<file path="src/rtl/pong_input_pkg.sv">
// Shared definitions for the Pong button conditioner: channel map, channel
// count, per-channel debounce state encoding and the paddle command helper.
package pong_input_pkg;

  localparam int NUM_BTN  = 5;
  localparam int BTN_GAME = 0;
  localparam int BTN_UP_L = 1;
  localparam int BTN_DN_L = 2;
  localparam int BTN_UP_R = 3;
  localparam int BTN_DN_R = 4;

  typedef enum logic [1:0] {
    STABLE_LOW  = 2'd0,
    CHK_HIGH    = 2'd1,
    STABLE_HIGH = 2'd2,
    CHK_LOW     = 2'd3
  } db_state_e;

  // {up, down}; holding both buttons cancels to no motion.
  function automatic logic [1:0] paddle_cmd(input logic up, input logic dn);
    return {up & ~dn, dn & ~up};
  endfunction

endpackage

</file>
<file path="src/rtl/pong_input_if.sv">
// Button bundle between the board pins / VGA monitor and the conditioner.
// master drives the raw buttons; slave is the conditioner.
interface pong_input_if;
  import pong_input_pkg::*;

  logic [NUM_BTN-1:0] raw_btn_n;
  logic [NUM_BTN-1:0] btn_level;
  logic [NUM_BTN-1:0] btn_press;
  logic [1:0]         paddle_left;
  logic [1:0]         paddle_right;
  logic               game_button;

  modport master (
    output raw_btn_n,
    input  btn_level, btn_press, paddle_left, paddle_right, game_button
  );

  modport slave (
    input  raw_btn_n,
    output btn_level, btn_press, paddle_left, paddle_right, game_button
  );

endinterface

</file>
<file path="src/rtl/debounce_cell.sv">
// One button channel: 2-flop synchronizer, debounce FSM, press pulse and,
// when PONG_AUTOREPEAT_EN is defined and REPEAT_EN is set, an auto-repeat timer.
//
// state       | meaning
// ------------+-----------------------------------------------------------
// STABLE_LOW  | released; waiting for the synced input to go high
// CHK_HIGH    | input high, counting stable cycles before accepting a press
// STABLE_HIGH | pressed; level high, optional auto-repeat running
// CHK_LOW     | input low, counting stable cycles before accepting release
module debounce_cell
  import pong_input_pkg::*;
#(
  parameter int DEBOUNCE_CYCLES = 250000,
  parameter int REPEAT_DELAY    = 15000000,
  parameter int REPEAT_PERIOD   = 2500000,
  parameter bit REPEAT_EN       = 1'b0
) (
  input  logic clk_clk,
  input  logic reset_reset,
  input  logic raw_n,
  output logic level,
  output logic press
);

  localparam int              CNT_W    = $clog2(DEBOUNCE_CYCLES);
  localparam logic [CNT_W-1:0] CNT_LAST = CNT_W'(DEBOUNCE_CYCLES - 1);

  if (DEBOUNCE_CYCLES < 2 || DEBOUNCE_CYCLES > (1 << 20) - 1 ||
      (REPEAT_EN && (REPEAT_DELAY < 1 || REPEAT_PERIOD < 1))) begin : g_bad_cfg
    $error("debounce_cell: illegal parameter value");
  end

  logic             sync_q1, sync_q2, synced;
  db_state_e        state, state_nxt;
  logic [CNT_W-1:0] cnt, cnt_nxt, cnt_inc;
  logic             accept;
  logic             rpt_fire;

  // Synchronizer resets to the released (high) pin level.
  always_ff @(posedge clk_clk) begin
    if (reset_reset) begin
      sync_q1 <= 1'b1;
      sync_q2 <= 1'b1;
    end else begin
      sync_q1 <= raw_n;
      sync_q2 <= sync_q1;
    end
  end

  assign synced  = ~sync_q2;
  assign cnt_inc = cnt + CNT_W'(1);

  always_ff @(posedge clk_clk) begin
    if (reset_reset) begin
      state <= STABLE_LOW;
      cnt   <= '0;
      press <= 1'b0;
    end else begin
      state <= state_nxt;
      cnt   <= cnt_nxt;
      press <= accept | rpt_fire;
    end
  end

  // The cycle that leaves a STABLE state is the first stable sample, so the
  // check state finishes when the incremented count reaches DEBOUNCE_CYCLES-1.
  always_comb begin
    state_nxt = state;
    cnt_nxt   = cnt;
    accept    = 1'b0;
    unique case (state)
      STABLE_LOW: begin
        cnt_nxt = '0;
        if (synced) state_nxt = CHK_HIGH;
      end
      CHK_HIGH: begin
        if (!synced) begin
          state_nxt = STABLE_LOW;
          cnt_nxt   = '0;
        end else if (cnt_inc == CNT_LAST) begin
          state_nxt = STABLE_HIGH;
          cnt_nxt   = '0;
          accept    = 1'b1;
        end else begin
          cnt_nxt = cnt_inc;
        end
      end
      STABLE_HIGH: begin
        cnt_nxt = '0;
        if (!synced) state_nxt = CHK_LOW;
      end
      CHK_LOW: begin
        if (synced) begin
          state_nxt = STABLE_HIGH;
          cnt_nxt   = '0;
        end else if (cnt_inc == CNT_LAST) begin
          state_nxt = STABLE_LOW;
          cnt_nxt   = '0;
        end else begin
          cnt_nxt = cnt_inc;
        end
      end
      default: begin
        state_nxt = STABLE_LOW;
        cnt_nxt   = '0;
      end
    endcase
  end

  assign level = (state == STABLE_HIGH) || (state == CHK_LOW);

`ifdef PONG_AUTOREPEAT_EN
  if (REPEAT_EN) begin : g_rpt
    localparam int RPT_MAX = (REPEAT_DELAY > REPEAT_PERIOD) ? REPEAT_DELAY : REPEAT_PERIOD;
    localparam int RPT_W   = (RPT_MAX > 1) ? $clog2(RPT_MAX) : 1;

    logic [RPT_W-1:0] rpt_cnt;

    // Down-counter: loaded on STABLE_HIGH entry, fires at zero, then reloads.
    always_ff @(posedge clk_clk) begin
      if (reset_reset || state_nxt != STABLE_HIGH)
        rpt_cnt <= '0;
      else if (state != STABLE_HIGH)
        rpt_cnt <= RPT_W'(REPEAT_DELAY - 1);
      else if (rpt_cnt == '0)
        rpt_cnt <= RPT_W'(REPEAT_PERIOD - 1);
      else
        rpt_cnt <= rpt_cnt - RPT_W'(1);
    end

    assign rpt_fire = (state == STABLE_HIGH) && (state_nxt == STABLE_HIGH) &&
                      (rpt_cnt == '0);
  end else begin : g_no_rpt
    assign rpt_fire = 1'b0;
  end
`else
  assign rpt_fire = 1'b0;
`endif

endmodule

</file>
<file path="src/rtl/pong_input_conditioner.sv">
// Conditions the five Pong push buttons into debounced levels, press pulses,
// paddle commands and a game-button pulse. Auto-repeat on the paddle
// channels is built only when PONG_AUTOREPEAT_EN is defined.
module pong_input_conditioner
  import pong_input_pkg::*;
#(
  parameter int DEBOUNCE_CYCLES = 250000,
  parameter int REPEAT_DELAY    = 15000000,
  parameter int REPEAT_PERIOD   = 2500000
) (
  input  logic         clk_clk,
  input  logic         reset_reset,
  pong_input_if.slave  btn_if
);

  logic [NUM_BTN-1:0] level;
  logic [NUM_BTN-1:0] press;
  logic               game_q;

  for (genvar i = 0; i < NUM_BTN; i++) begin : g_ch
    debounce_cell #(
      .DEBOUNCE_CYCLES (DEBOUNCE_CYCLES),
      .REPEAT_DELAY    (REPEAT_DELAY),
      .REPEAT_PERIOD   (REPEAT_PERIOD),
      .REPEAT_EN       (i != BTN_GAME)
    ) u_cell (
      .clk_clk     (clk_clk),
      .reset_reset (reset_reset),
      .raw_n       (btn_if.raw_btn_n[i]),
      .level       (level[i]),
      .press       (press[i])
    );
  end

  // The game channel never repeats, so this is exactly one pulse per press.
  always_ff @(posedge clk_clk) begin
    if (reset_reset) game_q <= 1'b0;
    else             game_q <= press[BTN_GAME];
  end

  assign btn_if.btn_level    = level;
  assign btn_if.btn_press    = press;
  assign btn_if.paddle_left  = paddle_cmd(level[BTN_UP_L], level[BTN_DN_L]);
  assign btn_if.paddle_right = paddle_cmd(level[BTN_UP_R], level[BTN_DN_R]);
  assign btn_if.game_button  = game_q;

endmodule

</file>
<file path="src/flat_wrapper.sv">
// flat-port wrapper written by rule: the top's interface ports become plain ports
module pong_input_conditioner_flat import pong_input_pkg::*;
#(
  parameter int DEBOUNCE_CYCLES = 250000,
  parameter int REPEAT_DELAY    = 15000000,
  parameter int REPEAT_PERIOD   = 2500000
)
  (clk_clk, reset_reset, btn_if_raw_btn_n, btn_if_btn_level, btn_if_btn_press, btn_if_paddle_left, btn_if_paddle_right, btn_if_game_button);
  pong_input_if btn_if_i ();
  input  logic clk_clk;
  input  logic reset_reset;
  input wire logic [$bits(btn_if_i.raw_btn_n)-1:0] btn_if_raw_btn_n;
  output wire logic [$bits(btn_if_i.btn_level)-1:0] btn_if_btn_level;
  output wire logic [$bits(btn_if_i.btn_press)-1:0] btn_if_btn_press;
  output wire logic [$bits(btn_if_i.paddle_left)-1:0] btn_if_paddle_left;
  output wire logic [$bits(btn_if_i.paddle_right)-1:0] btn_if_paddle_right;
  output wire logic [$bits(btn_if_i.game_button)-1:0] btn_if_game_button;
  assign btn_if_i.raw_btn_n = btn_if_raw_btn_n;
  assign btn_if_btn_level = btn_if_i.btn_level;
  assign btn_if_btn_press = btn_if_i.btn_press;
  assign btn_if_paddle_left = btn_if_i.paddle_left;
  assign btn_if_paddle_right = btn_if_i.paddle_right;
  assign btn_if_game_button = btn_if_i.game_button;
  pong_input_conditioner #(.DEBOUNCE_CYCLES(DEBOUNCE_CYCLES), .REPEAT_DELAY(REPEAT_DELAY), .REPEAT_PERIOD(REPEAT_PERIOD)) u_core (.clk_clk(clk_clk), .reset_reset(reset_reset), .btn_if(btn_if_i));
endmodule
</file>
<file path="config.mk">
export PLATFORM = sky130hd
export DESIGN_NAME = pong_input_conditioner_flat
export DESIGN_NICKNAME = d
export VERILOG_FILES = /design/src/rtl/pong_input_pkg.sv /design/src/rtl/pong_input_if.sv /design/src/rtl/debounce_cell.sv /design/src/rtl/pong_input_conditioner.sv /design/src/flat_wrapper.sv
export SDC_FILE = /design/constraint.sdc
export NUM_CORES = 1
export LEC_CHECK = 0
export CAP_MARGIN = 20
export CORE_ASPECT_RATIO = 0.7
export CORE_UTILIZATION = 55
export CTS_BUF_LIST = sky130_fd_sc_hd__clkbuf_4
export DETAILED_ROUTE_END_ITERATION = 10
export PLACE_DENSITY = 0.76
export SETUP_SLACK_MARGIN = 0.1
export SYNTH_ARGS = -nofsm -noshare
export SYNTH_HDL_FRONTEND = slang
export SYNTH_HIERARCHICAL = 1
export SYNTH_SLANG_ARGS = --single-unit
</file>
<file path="constraint.sdc">
create_clock -name clk_clk -period 7.9 [get_ports clk_clk]
set_input_delay 1.58 -clock clk_clk [delete_from_list [all_inputs] [get_ports clk_clk]]
set_output_delay 1.58 -clock clk_clk [all_outputs]
set_load 0.1 [all_outputs]
</file>
==> results.toml <==
[synthesis]
yosysMostFrequentCell = "dfxtp_1"
yosys-top-cells-count = "dfxtp_1, nor2_1, xnor2_1"
synth.area.top_cells = "dfxtp_1, xnor2_1, nor2_1"
async_reset_ff_share_pct = 0
syn-num-nets = 709
synth_edf_count = 0
synth.cell_area_um2 = 6150
yosys_warnings = 6
ys_seq_area_share_pct = 37.8
yosysTopAreaCell = "dfxtp_1"
ys_types = 74
ys_seq_elements = 116
synth.avg_cell_area_um2 = 8.88
synth_ff_type = "dfxtp_1"
synth_cells = 692
synth_top_area_share_pct = 37.8

[clock_network]
cts-root-buf = "clkbuf_4"
cts_buffers = 17
clk_latency_ns = 0.52
postCtsHoldBufs = 0
cts_buffer_depth = 2
cts_setup_buffers = 0
path_clk_slew_ns = 0.10
cts_tree = "yes"
h-tree-depth = 4
clock-sinks = 116
cts_resized = 0

[setup_path]
path_cells = "and2b_2 -> clkdlybuf4s50_1"
crit_fanout = 6
critPathCaptureType = "output pin"
crit_type = "reg2out"
critPathSlowestCell = "clkdlybuf4s50_1"
max_stage_delay_ns = 1.12
cp-start-kind = "flip-flop"
arrival_ns = 2.30
required_ns = 6.32

[cells_and_area]
layout.nets = 727
diodes = 0
syn_to_final_growth_pct = 10.1
drive_gt1_share_pct = 11.3
fill_cells = 889
utilization_pct = 63.9

[power_and_ir_drop]
leakagePower_nw = 2.07
p_per_area_nw_per_um2 = 165
combPwrFrac_pct = 1.0
p_sw_w = 0.000226
sw_frac_of_total_pct = 20.3
max-vdd-ir-drop_mv = 0.125
seqPwrFrac_pct = 52.9
power.internal_w = 0.000888
clockPowerShare_pct = 46.0

[sta]
fmax_mhz = 257
maxSlewViolCount = 0
setup_viol = 0
slew_headroom_pct = 34.4
hold_viol = 0
rsz0062_at_grt = "false"
period_share_pct = 49.2
final.min_clock_period_ns = 3.88
tightest_slew_ns = 0.981
clock-skew-final_ns = 0.0175
tns_ns = 0

[floorplanning]
core-area_um2 = 10600
die_h_um = 90.5
boundaryPins = 22
row_count = 31
die_width_um = 128
start_util_pct = 58.1
dieArea_um2 = 11600

[drt]
vias = 5056
first_iter_violations = 385
routed_via_density = 5.80
first_pass_iters = 5
drt_wl_total_mm = 12.9
ant_nets = 0
wl_per_cell_um = 14.8
drc = 0

[grt]
grt_max_degree = 33
grt_pass1_vias = 4798
antenna_found_initial = 0
grt_use_total_pct = 23.8
grt_pass1_wl_mm = 22.2
grt-ovfl-total = 0

[flow_run]
cap_viol_max_count = 0

[place]
numPortBuffers = 21
gp_congestion = 0.839
place_hpwl_mm = 9.10

[hold_path]
hold_class = "reg2reg"

[run_status]
status = "completed"
-- area by class of cell --
class / instances / area (um2) / share of cell area, %
well taps: 148 / 185 / 2.74
clock inverters: 11 / 183 / 2.70
repair buffers: 22 / 218 / 3.22
flip-flops and latches: 116 / 2320 / 34.3
multi-input cells: 530 / 3620 / 53.4
inverters: 23 / 86.3 / 1.28
clock buffers: 21 / 158 / 2.33
-- logic make-up (layout without fill, tap and decap cells) --
logic type / Yosys count / after routing / share of synthesized area (%)
and+or+nand+nor: 355 / 355 / 34.1
DFF: 116 / 116 / 37.8
AOI/OAI and AO/OA: 81 / 81 / 10.5
xor gates and xnor gates: 77 / 77 / 11.0
buffers and inverters: 46 / 77 / 3.38
adders and majority gates: 10 / 10 / 2.04
muxes: 7 / 7 / 1.28
-- cell usage in the layout (no fill, tap or decap), types with 6 or more instances in the layout --
master           instances
nand4_1                 30
clkdlybuf4s50_1         21
nand2_1                 35
nand3b_1                13
nor3_1                  34
o21ai_0                 10
nand2b_1                 6
nor2b_1                 10
xor2_1                  31
xnor2_1                 46
nand3_1                 22
or2_2                   10
a21oi_1                 17
clkbuf_4                21
nor2_1                  90
inv_1                   23
and4_1                  10
nor4_1                   9
and3_1                  11
dfxtp_1                116
and2_1                  10
o211ai_1                 7
nand4b_1                 6
nor3b_1                  6
ha_1                    10
nor4b_1                  7
-- through the flow --
step	hold slack, ns	instances	instance area, um2	total power [W]	setup WS, ns
CTS	0.420	871	6770	0.00113	3.96
detailed placement	0.398	839	6430	0.000615	4.55
global placement	0.391	839	6430	0.000614	4.57
floorplan	0.389	692	6150	0.000608	4.45
global route	0.442	871	6770	0.00116	3.91
finish	0.414	871	6770	0.00111	4.02
-- state kept, by name, summed over array words and instances, names as in the netlist, named ones only --
name,cells
u_core/g_ch.u_cell/cnt,90
u_core/g_ch.u_cell/press,5
u_core/g_ch.u_cell/state,5
u_core/g_ch.u_cell/sync_q1,5
u_core/g_ch.u_cell/sync_q2,5
u_core/btn_if.game_button,1
-- final timing paths --
check,start,end,slack [ns],cells past startpoint
worst max-delay path,flip-flop,btn_if_paddle_left[0],4.02,2
worst min-delay path,u_core/g_ch[0].u_cell/sync_q1$_SDFF_PP1_,u_core/g_ch[0].u_cell/sync_q2$_SDFF_PP1_,0.41,1
worst max register to register,u_core/g_ch[4].u_cell/cnt[0]$_SDFF_PP0_,u_core/g_ch[4].u_cell/cnt[12]$_SDFF_PP0_,5.05,7
worst min register to register,u_core/g_ch[0].u_cell/sync_q1$_SDFF_PP1_,u_core/g_ch[0].u_cell/sync_q2$_SDFF_PP1_,0.41,1
-- critical path, delay by kind of cell (launching register included) --
family | cells | cell delay (ns)
flip-flops | 1 | 0.48
buffers and inverters | 1 | 1.12
AND/OR/NAND/NOR | 1 | 0.18
-- power by group through the flow --
| stage | clock, W | combinational, W | sequential [W] |
|---|---|---|---|
| after global routing | 0.000557 | 0.0000124 | 0.000591 |
| final | 0.000513 | 0.0000113 | 0.000590 |
| after global placement | 0 | 0.0000110 | 0.000603 |
| after detailed placement | 0 | 0.0000113 | 0.000603 |
| after CTS | 0.000527 | 0.0000113 | 0.000590 |
| after floorplan | 0 | 0.00000538 | 0.000603 |
-- metal layers --
| layer | track usage, % | routed length [um] | vias up |
|---|---|---|---|
| li1 | - | - | 2527 |
| met1 | 33.7 | 6550 | 2377 |
| met2 | 34.5 | 5450 | 132 |
| met3 | 5.09 | 681 | 20 |
| met4 | 10.1 | 198 | 0 |
| met5 | 0 | 0 | - |
Power figures use the tool's default switching activity.
